**src/rtl/lsu.sv**
```systemverilog
`default_nettype none
// ============================================================================
// Module   : lsu
// Brief    : RV32I load/store unit. Byte/half/word accesses over a req/ack
//            bus, with sign/zero extension of load data for writeback.
//            Define LSU_MISALIGN_TRAP_EN to trap misaligned half/word accesses.
// Revision : 1.0 - initial release
// ============================================================================
module lsu #(
    parameter int unsigned MAX_WAIT = 255
) (
    input  logic        clk,
    input  logic        rst_n,
    input  logic        start_i,
    input  logic        is_store_i,
    input  logic [2:0]  funct3_i,
    input  logic [31:0] addr_i,
    input  logic [31:0] wdata_i,
    output logic        busy_o,
    output logic        done_o,
    output logic [31:0] rdata_o,
    output logic        err_o,
    output logic        err_timeout_o,
    output logic        mem_req_o,
    output logic        mem_we_o,
    output logic [31:0] mem_addr_o,
    output logic [31:0] mem_wdata_o,
    output logic [3:0]  mem_wstrb_o,
    input  logic [31:0] mem_rdata_i,
    input  logic        mem_ack_i
);

    typedef enum logic [1:0] {
        S_IDLE = 2'd0,
        S_REQ  = 2'd1,
        S_RESP = 2'd2,
        S_ERR  = 2'd3
    } state_e;

    localparam logic [7:0] c_max_wait = 8'(MAX_WAIT);

    state_e      state_q, state_d;
    logic [7:0]  cnt_q, cnt_d;
    logic [31:0] maddr_q, maddr_d;
    logic [31:0] mwdata_q, mwdata_d;
    logic [3:0]  wstrb_q, wstrb_d;
    logic        we_q, we_d;
    logic [1:0]  lane_q, lane_d;
    logic [2:0]  funct3_q, funct3_d;
    logic        tmo_q, tmo_d;
    logic [31:0] rdata_q, rdata_d;

    logic [1:0]  w_size;
    logic        w_illegal;
    logic        w_misalign;
    logic [1:0]  w_lane;
    logic [31:0] w_wdata;
    logic [3:0]  w_wstrb;
    logic [31:0] w_shifted;
    logic [31:0] w_load;

    // Request decode, evaluated on the inputs while IDLE.
    always_comb begin
        w_size    = funct3_i[1:0];
        w_lane    = 2'b00;
        w_wdata   = wdata_i;
        w_wstrb   = 4'b1111;
        if (is_store_i) begin
            w_illegal = funct3_i[2] | (w_size == 2'b11);
        end else begin
            w_illegal = (w_size == 2'b11) | (funct3_i == 3'b110);
        end
`ifdef LSU_MISALIGN_TRAP_EN
        w_misalign = ((w_size == 2'b01) & addr_i[0]) |
                     ((w_size == 2'b10) & (addr_i[1:0] != 2'b00));
`else
        w_misalign = 1'b0;
`endif
        // Without the trap, half/word lanes snap to the natural alignment.
        case (w_size)
            2'b00: begin
                w_lane  = addr_i[1:0];
                w_wdata = {4{wdata_i[7:0]}};
                w_wstrb = 4'b0001 << addr_i[1:0];
            end
            2'b01: begin
                w_lane  = {addr_i[1], 1'b0};
                w_wdata = {2{wdata_i[15:0]}};
                w_wstrb = 4'b0011 << {addr_i[1], 1'b0};
            end
            default: begin
                w_lane  = 2'b00;
                w_wdata = wdata_i;
                w_wstrb = 4'b1111;
            end
        endcase
        if (!is_store_i) begin
            w_wstrb = 4'b0000;
        end
    end

    // Load extraction from the returned word at the captured lane.
    always_comb begin
        w_shifted = mem_rdata_i >> {lane_q, 3'b000};
        case (funct3_q)
            3'b000:  w_load = {{24{w_shifted[7]}}, w_shifted[7:0]};
            3'b001:  w_load = {{16{w_shifted[15]}}, w_shifted[15:0]};
            3'b100:  w_load = {24'b0, w_shifted[7:0]};
            3'b101:  w_load = {16'b0, w_shifted[15:0]};
            default: w_load = mem_rdata_i;
        endcase
    end

    always_comb begin
        state_d  = state_q;
        cnt_d    = cnt_q;
        maddr_d  = maddr_q;
        mwdata_d = mwdata_q;
        wstrb_d  = wstrb_q;
        we_d     = we_q;
        lane_d   = lane_q;
        funct3_d = funct3_q;
        tmo_d    = tmo_q;
        rdata_d  = rdata_q;
        case (state_q)
            S_IDLE: begin
                if (start_i) begin
                    maddr_d  = {addr_i[31:2], 2'b00};
                    mwdata_d = w_wdata;
                    wstrb_d  = w_wstrb;
                    we_d     = is_store_i;
                    lane_d   = w_lane;
                    funct3_d = funct3_i;
                    cnt_d    = 8'd0;
                    tmo_d    = 1'b0;
                    state_d  = (w_illegal | w_misalign) ? S_ERR : S_REQ;
                end
            end
            S_REQ: begin
                // An ack on the final wait cycle still completes the access.
                if (mem_ack_i) begin
                    if (!we_q) begin
                        rdata_d = w_load;
                    end
                    state_d = S_RESP;
                end else if ((cnt_q + 8'd1) == c_max_wait) begin
                    tmo_d   = 1'b1;
                    state_d = S_ERR;
                end else begin
                    cnt_d = cnt_q + 8'd1;
                end
            end
            S_RESP:  state_d = S_IDLE;
            default: state_d = S_IDLE;
        endcase
    end

    always_ff @(posedge clk or negedge rst_n) begin
        if (!rst_n) begin
            state_q  <= S_IDLE;
            cnt_q    <= 8'd0;
            maddr_q  <= 32'd0;
            mwdata_q <= 32'd0;
            wstrb_q  <= 4'd0;
            we_q     <= 1'b0;
            lane_q   <= 2'd0;
            funct3_q <= 3'd0;
            tmo_q    <= 1'b0;
            rdata_q  <= 32'd0;
        end else begin
            state_q  <= state_d;
            cnt_q    <= cnt_d;
            maddr_q  <= maddr_d;
            mwdata_q <= mwdata_d;
            wstrb_q  <= wstrb_d;
            we_q     <= we_d;
            lane_q   <= lane_d;
            funct3_q <= funct3_d;
            tmo_q    <= tmo_d;
            rdata_q  <= rdata_d;
        end
    end

    assign busy_o        = (state_q != S_IDLE);
    assign done_o        = (state_q == S_RESP);
    assign err_o         = (state_q == S_ERR);
    assign err_timeout_o = err_o & tmo_q;
    assign mem_req_o     = (state_q == S_REQ);
    assign mem_we_o      = mem_req_o & we_q;
    assign mem_addr_o    = maddr_q;
    assign mem_wdata_o   = mwdata_q;
    assign mem_wstrb_o   = mem_req_o ? wstrb_q : 4'b0000;
    assign rdata_o       = rdata_q;

endmodule
`default_nettype wire
```
**config.mk**
```make
export PLATFORM = sky130hd
export DESIGN_NAME = lsu
export DESIGN_NICKNAME = d
export VERILOG_FILES = /design/src/rtl/lsu.sv
export SDC_FILE = /design/constraint.sdc
export NUM_CORES = 1
export LEC_CHECK = 0
export ABC_AREA = 1
export BUFFER_PORTS_ARGS = -buffer_cell sky130_fd_sc_hd__buf_4
export CAP_MARGIN = 20
export CORE_UTILIZATION = 25
export CTS_BUF_LIST = sky130_fd_sc_hd__clkbuf_16
export DETAILED_ROUTE_END_ITERATION = 7
export GPL_TIMING_DRIVEN = 0
export PLACE_DENSITY = 0.55
export SYNTH_ARGS = -nofsm -noshare
export SYNTH_HDL_FRONTEND = slang
export SYNTH_SLANG_ARGS = --single-unit
```
**constraint.sdc**
```tcl
create_clock -name clk -period 1.5 [get_ports clk]
set_clock_uncertainty 0.15 [all_clocks]
set_input_delay 0.225 -clock clk [delete_from_list [all_inputs] [get_ports clk]]
set_output_delay 0.225 -clock clk [all_outputs]
set_load 0.05 [all_outputs]
```
==> impl_metrics.tcl, run 1 <==
set metrics [dict create \
    cts_inserted_buffers 17 \
    vias 6318 \
    clockBufferDepth 2 \
    violations "negative setup slack" \
    antenna_found_initial 0 \
    viasPerCell 4.63 \
    layout.nets 1178 \
    gp_congestion 0.884 \
    period_share 1.29 \
    cp_max_fo 6 \
    die_h_um 152 \
    swShare 0.488 \
    cpMostUsedCell "nor2_4" \
    ant_nets 0 \
    slew-limit-headroom 0.516 \
    synthArstFlopShare 1.00 \
    h-tree-depth 4 \
    synth_edf_count 0 \
    criticalPathCategory "register to primary output" \
    crit_path_end "mem_wstrb_o[2]" \
    fmax_ghz 0.515 \
    drive_gt1_frac 0.431 \
    setup.worst_path.end_class "primary output" \
    avgSynthCellArea_sq_um 7.77 \
    critPathLaunchType "register" \
    max_slew.worst_pin.slew_ns 0.726 \
    gr-total-overflow 0 \
    io_buffer_count 207 \
    timing.rr.end "rdata_o[24]" \
    ys_types 29 \
    synth.top_cell.area_share 0.514 \
    grt_pass1_vias 6378 \
    clock-root-buffer "clkbuf_16" \
    wl_um 22300 \
    drt_drc_violations_left 0 \
    firstDrtPassIters 5 \
    power.share.combinational 0.597 \
    r2r-start "state_q[1]" \
    core_area_sq_um 21900 \
    grt_pass1_wl_um 33100 \
    ir_drop_uv 1390 \
    total_power_w 0.0242 \
    clkLatencyLatePin_ns 0.41 \
    slowest_delay_ns 0.42 \
    track_usage 0.189 \
    netlist_instances 720 \
    hold_violations 0 \
    routed-wl-met2_um 10800 \
    area_growth_pct 87.3 \
    drv_cap 0 \
    synth_common_cells "nand2_1 (239), dfrtp_1 (115), o21ai_0 (82)" \
    dr.max_layer_used "met4" \
    ys_warn_count 0 \
    crit_slowest_cell "dfrtp_2" \
    yosysMostFrequentCell "nand2_1" \
    internal_power_w 0.0124 \
    wl_per_cell_um 16.3 \
    status "finished with violations" \
    die_w_um 152 \
    synth-main-ff-cell "dfrtp_1" \
    netlist_area_sq_um 5600 \
    met3_length_um 1910 \
    dp_hpwl_um 14500 \
    die_area_sq_um 23000 \
    ioPinCount 210 \
    hold_path_class "input pin to register" \
    seqPwrFrac 0.224 \
    setup_viol 125 \
    clockPowerShare 0.179 \
    crit_required_ns 1.12 \
    ff2ff_path_depth 10 \
    path_clk_slew_ns 0.06 \
    p_sw_w 0.0118 \
    met1Wirelength_um 9240 \
    fin_ws_ns -0.442 \
    diodes 0 \
    p_per_area_nw_per_um2 2300 \
    seq_area_frac_synth 0.514 \
    timing.final.crit_period_ns 1.94 \
    rsz0062_at_grt "true" \
    cts_tree "built" \
    start_util 0.256 \
    grt_max_degree 83 \
    drt_iter0_markers 357 \
    design_area_sq_um 10500 \
    numClockSinks 115 \
    cp-startpoint "state_q[1]" \
    yosys_register_bits 115 \
    cp.arrival_ns 1.57 \
    cp_cell_sequence "nor2_4 > clkinvlp_4 > buf_12 > nor2_4 > buf_6" \
    synthTopCellsByArea "dfrtp_1 (51%), nand2_1 (16%), o21ai_0 (7.3%)" \
    yosysTopAreaCell "dfrtp_1" \
    r2r_slack_ns -0.38 \
    slew_violations 0 \
    rows 54 \
    place_area_sq_um 7670 \
    total_leakage_power_nw 5.12 \
]
[cell families after synthesis]
logic type      Yosys count  synth area share
simple gates            350             0.262
compound gates          156             0.144
buf+inv                  96            0.0747
other cells               1          0.000670
flops                   115             0.514
fa+ha+maj                 2           0.00447
[area by class of cell]
type / count / area [sq um]
repair buffers: 331 / 3100
inverters: 55 / 228
clock inverters: 15 / 198
multi-input cells: 511 / 2850
plain buffers: 41 / 453
well taps: 280 / 350
clock buffers: 17 / 425
fillers: 2133 / 11400
flip-flops and latches: 115 / 2880
[flip-flops by register name (all words and copies together) (netlist names)]
signal and flops:
rdata_o 32, we_q 1, wstrb_q 4, tmo_q 1, state_q 2, mem_wdata_o 32
mem_addr_o 30, funct3_q 3, cnt_q 8, lane_q 2
[stage by stage]
step / std cells / util / setup slack (ns) / hold WS [ns] / TNS, ns
after global routing: 1365 / 0.479 / -0.484 / 0.0245 / -47.47
final: 1365 / 0.479 / -0.442 / 0.0103 / -38.38
after CTS: 1352 / 0.448 / -0.462 / 0.00458 / -22.35
after floorplan: 721 / - / -0.376 / -0.221 / -12.53
after global placement: 1208 / 0.349 / -0.419 / 0.277 / -59.31
after detailed placement: 1209 / 0.350 / -0.430 / -0.00952 / -21.38
[cell usage in the layout (no fill, tap or decap), types with 8 or more instances in the layout]
master and instances:
buf_4 215, nand2_1 171, dfrtp_1 113, dlygate4sd3_1 80, nand2_2 59, o21ai_1 47
nand3_1 45, inv_1 44, a21oi_1 36, o21ai_0 31, clkbuf_16 26, nor2_1 25
a21oi_2 25, buf_6 23, buf_8 15, nor2_4 12, o21ai_2 11, buf_12 11
nand2_4 10, nor3_1 8
[critical path, delay by kind of cell (launching register included)]
kind / cells / cell delay, ns
AND/OR/NAND/NOR: 2 / 0.27
flip-flops: 1 / 0.42
buffers and inverters: 3 / 0.44
[worst min-delay path by stage]
stage / start / endpoint / cells past startpoint
6_report: mem_rdata_i[18] / rdata_o[18] / 5
4_1_cts: mem_rdata_i[16] / rdata_o[16] / 5
3_5_place_dp: rst_n / rdata_o[2] / 1
3_3_place_gp: addr_i[4] / mem_addr_o[4] / 3
2_1_floorplan: rst_n / cnt_q[0] / 0
5_1_grt: mem_rdata_i[15] / rdata_o[15] / 5
[power by group through the flow]
stage	Combinational [W]	Clock (W)	Sequential (W)
after floorplan	0.00363	0	0.00954
after global placement	0.0115	0	0.00535
after detailed placement	0.0116	0	0.00535
after CTS	0.0132	0.00442	0.00533
after global routing	0.0153	0.00458	0.00558
final	0.0144	0.00433	0.00541
[routing by layer]
metal,GRT usage,up-vias
met2,0.310,247
met4,0.0450,0
met5,0,-
li1,-,3051
met3,0.0641,27
met1,0.238,2993
[what timing repair did]
item | 4_1_cts | 5_1_grt
setup buffers | 25 | 5
hold buffers | 80 | 0
cloned | 6 | 10
pin swaps | 16 | 31
gates resized for setup | 117 | 155
setup endpoints to repair | 124 | 124
endpoints found under the hold margin | 196 | 0
No activity file was read; power rests on OpenSTA's default activity.
==> run 2: changes to the inputs <==
--- a/config.mk
+++ b/config.mk
@@ -5,7 +5,6 @@
 export SDC_FILE = /design/constraint.sdc
 export NUM_CORES = 1
 export LEC_CHECK = 0
-export ABC_AREA = 1
 export BUFFER_PORTS_ARGS = -buffer_cell sky130_fd_sc_hd__buf_4
 export CAP_MARGIN = 20
 export CORE_UTILIZATION = 25
==> impl_metrics.tcl, run 2 <==
set metrics [dict create \
    status "finished with violations" \
    violations "negative setup slack" \
    max_slew.worst_pin.slew_ns 1.01 \
    setup.worst_path.end_class "register" \
    fin_ws_ns -0.412 \
    synth_top_family_by_area "simple AND/OR/NAND/NOR gates" \
    clockBufferDepth 2 \
    ioPinCount 210 \
    synth_compound_area_frac 0.133 \
    ir_drop_uv 1270 \
    criticalPathCategory "register to register" \
    design_area_sq_um 10600 \
    path_clk_slew_ns 0.06 \
    viasPerCell 4.51 \
    hold_violations 0 \
    hold_depth 3 \
    drive_gt1_frac 0.517 \
    numClockSinks 115 \
    total_leakage_power_nw 5.06 \
    synth_edf_count 0 \
    clock-root-buffer "clkbuf_16" \
    seq_area_frac_synth 0.539 \
    netlist_area_sq_um 5340 \
    critPathLaunchType "register" \
    grt_max_degree 62 \
    drt_drc_violations_left 0 \
    wl_um 21600 \
    r2r_slack_ns -0.41 \
    synthArstFlopShare 1.00 \
    die_h_um 148 \
    synth_xor_area_frac 0.00328 \
    r2r-start "lane_q[1]" \
    grt_pass1_wl_um 32700 \
    slew_violations 0 \
    yosys_register_bits 115 \
    crit_required_ns 1.64 \
    diodes 0 \
    dp_hpwl_um 13300 \
    io_buffer_count 207 \
    slew-limit-headroom 0.325 \
    worstHoldStart "funct3_i[1]" \
    cts_tree "built" \
    synth_adder_area_share 0.00469 \
    layout.nets 1097 \
    core_area_sq_um 21000 \
    gp_congestion 0.829 \
    place_area_sq_um 7340 \
    die_w_um 148 \
    cp_max_fo 5 \
    area_growth_pct 98.6 \
    netlist_instances 605 \
    ff2ff_path_depth 6 \
    cp-startpoint "lane_q[1]" \
    synth_common_cells "nand2_1 (195), dfrtp_1 (115), nor2_1 (53), o21ai_0 (53), a21oi_1 (41)" \
    wl_per_cell_um 16.9 \
    timing.final.crit_period_ns 1.91 \
    p_per_area_nw_per_um2 2280 \
    synthTopCellsByArea "dfrtp_1 (54%), nand2_1 (14%), mux2i_1 (6.4%)" \
    rsz0062_at_grt "true" \
    clkLatencyLatePin_ns 0.41 \
    die_area_sq_um 21900 \
    synthSimpleGateAreaFrac 0.221 \
    yosysTopAreaCell "dfrtp_1" \
    avgSynthCellArea_sq_um 8.82 \
    gr-total-overflow 0 \
    cts_inserted_buffers 17 \
    rows 53 \
    synth.top_cell.area_share 0.539 \
    period_share 1.27 \
    h-tree-depth 4 \
    timing.rr.end "rdata_o[19]" \
    fmax_ghz 0.523 \
    grt_pass1_vias 5977 \
    hold_end "wstrb_q[3]" \
    synth_mux_area_frac 0.0680 \
    final_cell_mix "buf_4 (220), dfrtp_1 (110), nand2_1 (96)" \
    antenna_found_initial 0 \
    ys_warn_count 0 \
    finalNonFillerCells 1278 \
    post-place-ws_ns -0.709 \
    fillers 1960 \
    vias 5764 \
    dp_cells 1089 \
    drt_iter0_markers 242 \
    track_usage 0.194 \
    drv_cap 0 \
    mostFrequentLayoutCell "buf_4" \
    hold_path_class "input pin to register" \
    ys_types 43 \
    yosysMostFrequentCell "nand2_1" \
    setup_viol 123 \
    synth-main-ff-cell "dfrtp_1" \
    ant_nets 0 \
    start_util 0.255 \
    cp.arrival_ns 2.06 \
    firstDrtPassIters 4 \
]
[run 2: cell types whose count changed after synthesis, sizes merged, moves of 12 or more]
cell    delta
buf       -22
a21oi     -19
clkbuf    +15
nand3     -46
o21ai     -34
nand2     -47
inv       -49
mux2i     +34
nor2      +12
[run 2: how the worst max path moves through the flow]
stage | to | slack, ns | cells past startpoint
6_report | rdata_o[19] | -0.41 | 6
3_3_place_gp | rdata_o[24] | -0.71 | 7
3_5_place_dp | rdata_o[17] | -0.71 | 7
5_1_grt | rdata_o[24] | -0.48 | 6
4_1_cts | rdata_o[25] | -0.39 | 6
2_1_floorplan | rdata_o[16] | -0.30 | 6
[run 2: where the power goes]
group / switching, W / internal (W) / total [W] / leakage (nW)
clock network: 0.00147 / 0.00222 / 0.00368 / 0.245
logic: 0.00912 / 0.00570 / 0.0148 / 3.41
registers: 0.00111 / 0.00454 / 0.00565 / 1.41
total: 0.0117 / 0.0125 / 0.0242 / 5.06
[run 2: per-stage QoR]
stage          TNS (ns)  utilization  power (W)  hold slack (ns)
2_1_floorplan     -7.19            -     0.0128           -0.221
3_3_place_gp     -93.62        0.349     0.0164            0.265
3_5_place_dp     -55.55        0.350     0.0165           0.0866
4_1_cts          -32.21        0.476     0.0229          0.00103
5_1_grt          -37.10        0.506     0.0254           0.0299
6_report         -30.67        0.506     0.0242           0.0144
[run 2: logic make-up after synthesis]
family                   after synthesis
other                                  1
adder cells (fa/ha/maj)                2
AND/OR/NAND/NOR                      286
XOR/XNOR                               2
AO/OA/AOI/OAI                        124
flip-flops                           115
buffers and inverters                 40
multiplexers                          35
[run 2: worst max-delay path: stages, from the launching register on]
cell and delay, ns:
dfrtp_1 0.40, mux4_2 0.57, nand2_2 0.09, o21ai_2 0.07, a21oi_4 0.29, buf_6 0.18
a21oi_2 0.05
[run 2: area by class of cell]
cell class	count	area [sq um]	area share
Buffer	29	374	0.0353
Clock buffer	17	425	0.0401
Clock inverter	14	97.6	0.00921
Inverter	6	25.0	0.00236
Multi-Input combinational cell	452	3030	0.286
Sequential cell	115	2880	0.272
Tap cell	275	344	0.0325
Timing Repair Buffer	370	3420	0.323
[run 2: what timing repair did]
| item | CTS | global route |
|---|---|---|
| cloned | 9 | 7 |
| pin swaps | 62 | 99 |
| resized for setup | 222 | 170 |
| hold buffers | 91 | 0 |
| buffers inserted | 45 | 18 |
| hold endpoints to repair | 146 | 0 |
| endpoints found under the setup margin | 124 | 124 |
[run 2: per-layer routing]
| layer | up-vias | GRT usage | routed length (um) |
|---|---|---|---|
| met3 | 12 | 0.0531 | 1260 |
| met2 | 179 | 0.322 | 10700 |
| met4 | 0 | 0.0500 | 153 |
| li1 | 2788 | - | - |
| met5 | - | 0 | 0 |
| met1 | 2785 | 0.248 | 9510 |
==> run 3: changes to the inputs <==
==> config.mk (replaced) <==
export PLATFORM = sky130hd
export DESIGN_NAME = lsu
export DESIGN_NICKNAME = d
export VERILOG_FILES = /design/src/rtl/lsu.sv
export SDC_FILE = /design/constraint.sdc
export NUM_CORES = 1
export LEC_CHECK = 0
export CORE_UTILIZATION = 25
export CTS_BUF_LIST = sky130_fd_sc_hd__clkbuf_16
export DETAILED_ROUTE_END_ITERATION = 7
export DONT_BUFFER_PORTS = 1
export GPL_TIMING_DRIVEN = 0
export PLACE_DENSITY = 0.47
export SYNTH_ARGS = -nofsm -noshare
export SYNTH_HDL_FRONTEND = slang
export SYNTH_SLANG_ARGS = --single-unit
==> impl_metrics.tcl, run 3 (synthesis results as in run 2) <==
set metrics [dict create \
    diodes 0 \
    clkLatencyLatePin_ns 0.41 \
    path_depth 6 \
    violations "negative hold slack, negative setup slack" \
    slew_violations 0 \
    r2r_slack_ns -0.43 \
    clock-root-buffer "clkbuf_16" \
    dp_hpwl_um 12500 \
    track_usage 0.174 \
    ff2ff_path_depth 6 \
    die_area_sq_um 21900 \
    path_clk_slew_ns 0.05 \
    setup_viol 109 \
    final_cell_mix "nand2_1 (166), dfrtp_1 (110), dlygate4sd3_1 (102)" \
    antenna_found_initial 0 \
    slew-limit-headroom 0.326 \
    status "finished with violations" \
    critPathLaunchType "register" \
    ioPinCount 210 \
    total_leakage_power_nw 3.89 \
    layout.nets 886 \
    io_buffer_count 0 \
    numClockSinks 115 \
    firstDrtPassIters 4 \
    cts_tree "built" \
    drv_cap 0 \
    power.share.combinational 0.329 \
    hold_path_class "input pin to async pin" \
    die_h_um 148 \
    cp_max_fo 4 \
    drt_iter0_markers 210 \
    rsz0062_at_grt "true" \
    swShare 0.507 \
    cp.arrival_ns 2.06 \
    start_util 0.255 \
    fmax_ghz 0.519 \
    drive_gt1_frac 0.282 \
    area_growth_pct 62.6 \
    ant_nets 0 \
    seqPwrFrac 0.475 \
    gr-total-overflow 0 \
    drt_drc_violations_left 0 \
    clockPowerShare 0.197 \
    crit_slowest_cell "dfrtp_1" \
    cp_num_buf_inv 1 \
    timing.rr.end "cnt_q[1]" \
    crit_family "simple AND/OR/NAND/NOR gates" \
    h-tree-depth 4 \
    clockBufferDepth 2 \
    grt_pass1_vias 5154 \
    grt_max_degree 116 \
    core_area_sq_um 21000 \
    place_area_sq_um 5760 \
    rows 53 \
    design_area_sq_um 8680 \
    gp_congestion 0.814 \
    cp-startpoint "cnt_q[2]" \
    grt_pass1_wl_um 29200 \
    fin_ws_ns -0.426 \
    vias 5070 \
    wl_um 20400 \
    r2r-start "cnt_q[2]" \
    period_share 1.28 \
    timing.final.crit_period_ns 1.93 \
    post-place-ws_ns -0.760 \
    criticalPathCategory "register to register" \
    hold_violations 115 \
    slowest_delay_ns 0.45 \
    die_w_um 148 \
    wl_per_cell_um 19.2 \
    hold_ws_ns -0.636 \
    ir_drop_uv 1210 \
    p_per_area_nw_per_um2 2450 \
    max_slew.worst_pin.slew_ns 1.01 \
    viasPerCell 4.75 \
    mostFrequentLayoutCell "nand2_1" \
    crit_required_ns 1.63 \
    internal_power_w 0.0105 \
    crit_path_end "cnt_q[1]" \
    p_sw_w 0.0108 \
    cts_inserted_buffers 17 \
    setup.worst_path.end_class "register" \
    cp_cell_sequence "nand3_4 > or3_4 > a221oi_4 > buf_4 > nand2b_4 > o22ai_2" \
]
==> run 3: cell types whose count changed in the layout (fill, tap and decap cells not counted), sizes merged <==
cell / change
bufinv: +3
inv: +1
dlygate4sd3: +11
clkinv: -1
clkbuf: -6
dlymetal6s4s: +1
clkinvlp: -3
buf: -219
nand2: +2
==> run 3: cell type report <==
| type | instances | area [sq um] |
|---|---|---|
| flip-flops and latches | 115 | 2880 |
| inverters | 6 | 27.5 |
| repair buffers | 154 | 1710 |
| well taps | 275 | 344 |
| clock inverters | 14 | 170 |
| multi-input cells | 454 | 2780 |
| clock buffers | 17 | 425 |
| fillers | 2050 | 12300 |
| plain buffers | 32 | 339 |
==> run 3: per-stage QoR <==
step	hold slack (ns)	TNS, ns	total power, W	utilization	instances
after floorplan	-0.221	-7.19	0.0128	-	606
after global placement	-0.214	-57.23	0.0140	0.275	881
after detailed placement	-0.213	-59.42	0.0141	0.275	881
after CTS	-0.662	-18.73	0.0195	0.375	1039
after global routing	-0.661	-23.94	0.0223	0.414	1067
final	-0.636	-17.17	0.0213	0.414	1067
==> run 3: power by group through the flow <==
stage | clock [W] | sequential, W | combinational [W]
2_1_floorplan | 0 | 0.00959 | 0.00319
3_3_place_gp | 0 | 0.0100 | 0.00396
3_5_place_dp | 0 | 0.0100 | 0.00412
4_1_cts | 0.00428 | 0.0100 | 0.00520
5_1_grt | 0.00442 | 0.0103 | 0.00762
6_report | 0.00419 | 0.0101 | 0.00699
==> run 3: worst register-to-register path, stage by stage (launching register included) <==
cell and delay (ns):
dfrtp_1 0.45, nand3_4 0.12, or3_4 0.36, a221oi_4 0.35, buf_4 0.19, nand2b_4 0.12, o22ai_2 0.07
==> run 3: metal layers <==
layer | share of wire | track usage
met1 | 0.43 | 0.215
met2 | 0.49 | 0.288
met3 | 0.073 | 0.0574
met4 | 0.0080 | 0.0505
met5 | 0 | 0
==> run 3: worst min path at each step <==
stage | startpoint | end | slack [ns]
floorplan | rst_n | cnt_q[0] | -0.22
global placement | rst_n | cnt_q[5] | -0.21
detailed placement | rst_n | cnt_q[5] | -0.21
CTS | rst_n | rdata_o[6] | -0.66
global route | rst_n | state_q[0] | -0.66
finish | rst_n | state_q[0] | -0.64
==> run 3: repair_timing <==
action                                  in CTS  in global routing
hold buffers                               101                  2
cloned                                       2                 13
endpoints found under the setup margin     124                124
gates resized for setup                     99                151
pin swaps                                   19                 16
buffers inserted                            25                 14
hold endpoints to repair                   222                121
